===== config.mk =====
export PLATFORM = sky130hd
export DESIGN_NAME = cache_bus_axi_bridge
export DESIGN_NICKNAME = d
export VERILOG_FILES = /design/src/rtl/cache_bus_axi_bridge.sv
export SDC_FILE = /design/constraint.sdc
export NUM_CORES = 1
export LEC_CHECK = 0
export CAP_MARGIN = 5
export CORE_AREA = 2 2 116 118
export CTS_CLUSTER_DIAMETER = 60
export DETAILED_ROUTE_END_ITERATION = 6
export DIE_AREA = 0 0 118 120
export GPL_TIMING_DRIVEN = 0
export PLACE_DENSITY = 0.66
export SETUP_SLACK_MARGIN = 0.05
export SKIP_CTS_REPAIR_TIMING = 1
export SLEW_MARGIN = 10
export SYNTH_ARGS = -nofsm -noshare
export SYNTH_HDL_FRONTEND = slang
export SYNTH_SLANG_ARGS = --single-unit

===== constraint.sdc =====
create_clock -name clk -period 1.8 [get_ports clk]
set_clock_uncertainty 0.05 [all_clocks]
set_input_delay 0.36 -clock clk [delete_from_list [all_inputs] [get_ports clk]]
set_output_delay 0.36 -clock clk [all_outputs]
set_load 0.01 [all_outputs]

===== src/rtl/cache_bus_axi_bridge.sv =====
// ============================================================================
// Module   : cache_bus_axi_bridge (with cache_bus_pkg)
// Brief    : Cache-bus responder that turns one request at a time into AXI4
//            AR/R read or AW/W/B write transactions.
// Revision : 1.0
// ============================================================================
`default_nettype none

package cache_bus_pkg;

  typedef struct packed {
    logic        valid;
    logic        write;
    logic [3:0]  burst_size;
    logic        cached;
    logic [1:0]  data_size;
    logic [31:0] addr;
    logic        data_ok;
    logic        data_last;
    logic [3:0]  data_strobe;
    logic [31:0] w_data;
  } cache_bus_req_t;

  typedef struct packed {
    logic        ready;
    logic        data_ok;
    logic        data_last;
    logic [31:0] r_data;
  } cache_bus_resp_t;

endpackage

module cache_bus_axi_bridge
  import cache_bus_pkg::*;
#(
  parameter logic [3:0] AXI_ID = 4'd0
) (
  input  logic            clk,
  input  logic            rst_n,
  input  cache_bus_req_t  bus_req_i,
  output cache_bus_resp_t bus_resp_o,
  output logic            bus_busy_o,
  output logic [3:0]      arid,
  output logic [31:0]     araddr,
  output logic [7:0]      arlen,
  output logic [2:0]      arsize,
  output logic [1:0]      arburst,
  output logic [3:0]      arcache,
  output logic            arvalid,
  input  logic            arready,
  input  logic [31:0]     rdata,
  input  logic            rlast,
  input  logic            rvalid,
  output logic            rready,
  output logic [3:0]      awid,
  output logic [31:0]     awaddr,
  output logic [7:0]      awlen,
  output logic [2:0]      awsize,
  output logic [1:0]      awburst,
  output logic [3:0]      awcache,
  output logic            awvalid,
  input  logic            awready,
  output logic [31:0]     wdata,
  output logic [3:0]      wstrb,
  output logic            wlast,
  output logic            wvalid,
  input  logic            wready,
  input  logic            bvalid,
  output logic            bready
);

  typedef enum logic [5:0] {
    IDLE  = 6'b000001,
    RADDR = 6'b000010,
    RDATA = 6'b000100,
    WADDR = 6'b001000,
    WDATA = 6'b010000,
    WRESP = 6'b100000
  } state_t;

  state_t      state;
  state_t      next_state;
  logic [31:0] addr_q;
  logic [7:0]  len_q;
  logic [2:0]  size_q;
  logic [3:0]  cache_q;
  logic [3:0]  beat_cnt;
  logic        busy_q;
  logic        accept;
  logic        w_hs;
  logic        unused_req_last;

  // The initiator's own last flag is redundant: the beat counter decides wlast.
  assign unused_req_last = bus_req_i.data_last;

  assign accept = (state == IDLE) && bus_req_i.valid;
  assign w_hs   = (state == WDATA) && bus_req_i.data_ok && wready;

  always_ff @(posedge clk) begin
    if (!rst_n) begin
      state    <= IDLE;
      busy_q   <= 1'b0;
      addr_q   <= '0;
      len_q    <= '0;
      size_q   <= '0;
      cache_q  <= '0;
      beat_cnt <= '0;
    end else begin
      state  <= next_state;
      busy_q <= (next_state != IDLE);
      if (accept) begin
        addr_q   <= bus_req_i.addr;
        len_q    <= {4'b0, bus_req_i.burst_size};
        size_q   <= {1'b0, bus_req_i.data_size};
        cache_q  <= bus_req_i.cached ? 4'b1111 : 4'b0000;
        beat_cnt <= bus_req_i.burst_size;
      end else if (w_hs && (beat_cnt != 4'd0)) begin
        beat_cnt <= beat_cnt - 4'd1;
      end
    end
  end

  assign bus_busy_o = busy_q;
  assign arid       = AXI_ID;
  assign awid       = AXI_ID;
  assign araddr     = addr_q;
  assign awaddr     = addr_q;
  assign arlen      = len_q;
  assign awlen      = len_q;
  assign arsize     = size_q;
  assign awsize     = size_q;
  assign arcache    = cache_q;
  assign awcache    = cache_q;
  assign arburst    = 2'b01;
  assign awburst    = 2'b01;

  always_comb begin
    next_state = state;
    bus_resp_o = '0;
    arvalid    = 1'b0;
    rready     = 1'b0;
    awvalid    = 1'b0;
    wvalid     = 1'b0;
    wdata      = '0;
    wstrb      = '0;
    wlast      = 1'b0;
    bready     = 1'b0;
    unique case (state)
      IDLE: begin
        // Gated by reset so a request is never acknowledged on a cycle it cannot be latched.
        bus_resp_o.ready = bus_req_i.valid && rst_n;
        if (bus_req_i.valid) begin
          next_state = bus_req_i.write ? WADDR : RADDR;
        end
      end
      RADDR: begin
        arvalid = 1'b1;
        if (arready) next_state = RDATA;
      end
      RDATA: begin
        rready               = bus_req_i.data_ok;
        bus_resp_o.data_ok   = rvalid && bus_req_i.data_ok;
        bus_resp_o.data_last = rlast && rvalid;
        bus_resp_o.r_data    = rdata;
        if (rvalid && bus_req_i.data_ok && rlast) next_state = IDLE;
      end
      WADDR: begin
        awvalid = 1'b1;
        if (awready) next_state = WDATA;
      end
      WDATA: begin
        wvalid               = bus_req_i.data_ok;
        wdata                = bus_req_i.w_data;
        wstrb                = bus_req_i.data_strobe;
        wlast                = (beat_cnt == 4'd0);
        bus_resp_o.data_ok   = w_hs;
        bus_resp_o.data_last = w_hs && (beat_cnt == 4'd0);
        if (w_hs && (beat_cnt == 4'd0)) next_state = WRESP;
      end
      WRESP: begin
        bready = 1'b1;
        if (bvalid) next_state = IDLE;
      end
      default: next_state = IDLE;
    endcase
  end

endmodule

`default_nettype wire

==> impl_results.md <==
- Reg-to-reg setup timing slack: 0.05 ns
- Failing checks: setup timing
- Most common cell after layout, fill and taps aside: clkdlybuf4s50_1
- Sequential-to-total area share from yosys stat: 32.8%
- Netlist cell types: between 40 and 50
- Leak Pwr: between 3 and 4 nW
- Nets: ~870
- Crit path launch type: flip-flop
- Fin. Hold Viols: 0
- Cell count after placement: 880
- Slew Limit Fails: 0
- Max-Cap Viols: 0
- Wirelength per Cell: approximately 14 microns
- Async set-or-reset flop fraction in the synthesized netlist: 0%
- Synth Register Bits: 50
- # port buffers: 279
- First-pass GRT wire length: 18.3 mm
- DP HPWL: approximately 10 mm
- Worst Tran Pin Value: 0.654 ns
- # setup viols final: 76
- Relative slew slack: 56.4%
- Final setup margin: -0.644 ns
- Post-Synthesis Cell Area: about 3100 sq um
- Worst Path Arrival: just over 2 ns
- Reg-to-Reg End: arlen[2]
- Die area: approximately 14000 sq um
- Ant. Diodes: 0
- Initial DRT Pass Iterations: 4
- # rows: 42
- Clock buffer depth: 2
- CP Max Fanout: 5
- Initial Utilization: 23.5%
- # clock sinks: 50
- Antenna violations before repair: 0
- Critical path required time: 1.39 ns
- Crit Path Category: flip-flop to output port
- Die Y: about 120 microns
- Final min period: 2.44 ns
- Number of H-tree levels: 2
- Grt met3 use: under 10%
- Clk Latency, worst-skew pair: roughly 0.28 ns
- Fmax: just over 400 MHz
- Power Density: 542 nW/um^2
- YS warnings: 0
- Reg2Reg Depth: 7
- Met2 Use GR: between 20% and 30%
- Core area: 13000 sq um
- Top Ports: just over 300
- RSZ-0062 raised after global routing: yes
- Root Driver: clkbuf_16
- Gpl congestion: between 0.8 and 0.9
- GRT overflow: 0
- Worst setup path start: state[5]
- Outcome: complete, but fails checks
- Post-synth EDFFs: 0
- Area growth syn-to-layout: 137%
- Met1 usage: 18.4%
- Largest net degree at the start of global routing: 16
- Num CTS Buffers: 5
- # DRC: 0
- Mean Syn Cell Area: 7.53 sq um
- CTS tree: yes
- RR Startpoint: state[5]
- Global routing's busiest layer: met2
- Die X: 118 microns
- CP endpoint kind: output port
- Final hold slack: ~0.42 ns
- Final Non-Filler Cells: 923
- GR Util All Layers: 15.9%
- Share of layout cells above drive strength 1: 44.6%
- Routed vias/inst: about 4.2
- Most frequent cells in the layout: clkdlybuf4s50_1, buf_4, buf_6, nand2_1, and3_4
- Post-DRT Antenna Nets: 0
- Aggregate routed wire length: between 10 and 15 mm
- Fill count: 1200
- Worst min path class: flip-flop to flip-flop
- IR drop worst, VDD: 0.000373 V
- Drt initial violations: between 80 and 90
- Via count: between 3000 and 4000
- Predominant post-synthesis flop cell: dfxtp_1
- Vias in the first global route: 3532
- Clk slew on worst S/H paths: around 0.07 ns
- Synth Instances: between 400 and 500
- Critical Path End: bus_resp_o[32]
- Tcrit/Tclk final: 136%
routing by layer:
metal  routed length (microns)  share of wire (%)
met5                         0                  0
met4                       168                1.3
met3                       944                7.1
met2                      6970                 52
met1                      5290                 40
how the worst min path moves through the flow:
stage	from	endpoint	slack, ns	cells after the start
after floorplan	beat_cnt[3]	beat_cnt[3]	0.42	2
after global placement	arsize[0]	arsize[0]	0.41	2
after detailed placement	araddr[29]	araddr[29]	0.41	2
after CTS	araddr[7]	araddr[7]	0.43	2
after global routing	araddr[27]	araddr[27]	0.44	2
final	araddr[7]	araddr[7]	0.42	2
layout make-up:
| type | count | area, sq um | share of cell area [%] |
|---|---|---|---|
| multi-input cells | 275 | 1910 | 26.5 |
| inverters | 7 | 26.3 | 0.364 |
| clock inverters | 2 | 37.5 | 0.520 |
| plain buffers | 93 | 772 | 10.7 |
| repair buffers | 314 | 3080 | 42.7 |
| well taps | 176 | 220 | 3.05 |
| flip-flops and latches | 50 | 1040 | 14.4 |
| clock buffers | 6 | 129 | 1.79 |
synthesized netlist by cell type (2+ instances only):
cell type / n / area [sq um]
nand3_1: 3 / 15.0
a2bb2oi_1: 3 / 26.3
nor2_1: 11 / 41.3
a21oi_1: 40 / 200
conb_1: 2 / 7.51
nor3_1: 2 / 10.0
ha_1: 2 / 25.0
buf_2: 4 / 20.0
and3_1: 39 / 244
nand2_1: 80 / 300
dfxtp_1: 50 / 1000
o21ai_0: 7 / 35.0
clkbuf_2: 3 / 15.0
a22oi_1: 4 / 30.0
and4_1: 2 / 17.5
and2_1: 34 / 213
nor2b_1: 2 / 12.5
a31oi_1: 2 / 12.5
nand4_1: 2 / 12.5
clkbuf_1: 15 / 56.3
buf_4: 71 / 533
inv_1: 7 / 26.3
registers in the layout, summed over array words and instances, names as in the netlist:
name	flops
beat_cnt	4
arsize	2
bus_busy_o	1
araddr	32
arlen	4
arcache	1
state	6
logic make-up (layout without fill, tap and decap cells):
group | count (synthesis) | count (layout) | synth area share (%)
fa+ha+maj | 2 | 2 | 0.820
buf+inv | 100 | 422 | 21.3
other cells | 2 | 22 | 0.246
flops | 50 | 50 | 32.8
xor+xnor | 2 | 2 | 0.574
simple gates | 187 | 187 | 32.6
compound gates | 62 | 62 | 11.6
where the power goes:
| part | switching (mW) | internal (mW) | total [mW] |
|---|---|---|---|
| Clock | 0.412 | 0.657 | 1.07 |
| Combinational | 0.592 | 0.963 | 1.55 |
| Sequential | 0.0848 | 1.20 | 1.29 |
per-stage QoR:
stage	area, sq um	setup slack, ns	util [%]	power (mW)	TNS [ns]
3_5_place_dp	6170	-0.962	47.5	2.52	-64.96
5_1_grt	7210	-0.720	55.6	4.11	-41.94
6_report	7210	-0.644	55.6	3.91	-35.81
2_1_floorplan	3160	-0.194	-	1.84	-5.89
4_1_cts	6340	-1.28	48.8	3.60	-87.49
3_3_place_gp	6170	-0.931	47.5	2.50	-62.31
worst max-delay path, stage by stage, from the launching register on:
cell and delay (ns):
dfxtp_4 0.36, or4_4 0.57, nor3b_4 0.26, buf_6 0.16
buf_8 0.11, nand3_4 0.07, o21ai_2 0.06, buf_2 0.16
Power figures use the tool's default switching activity.
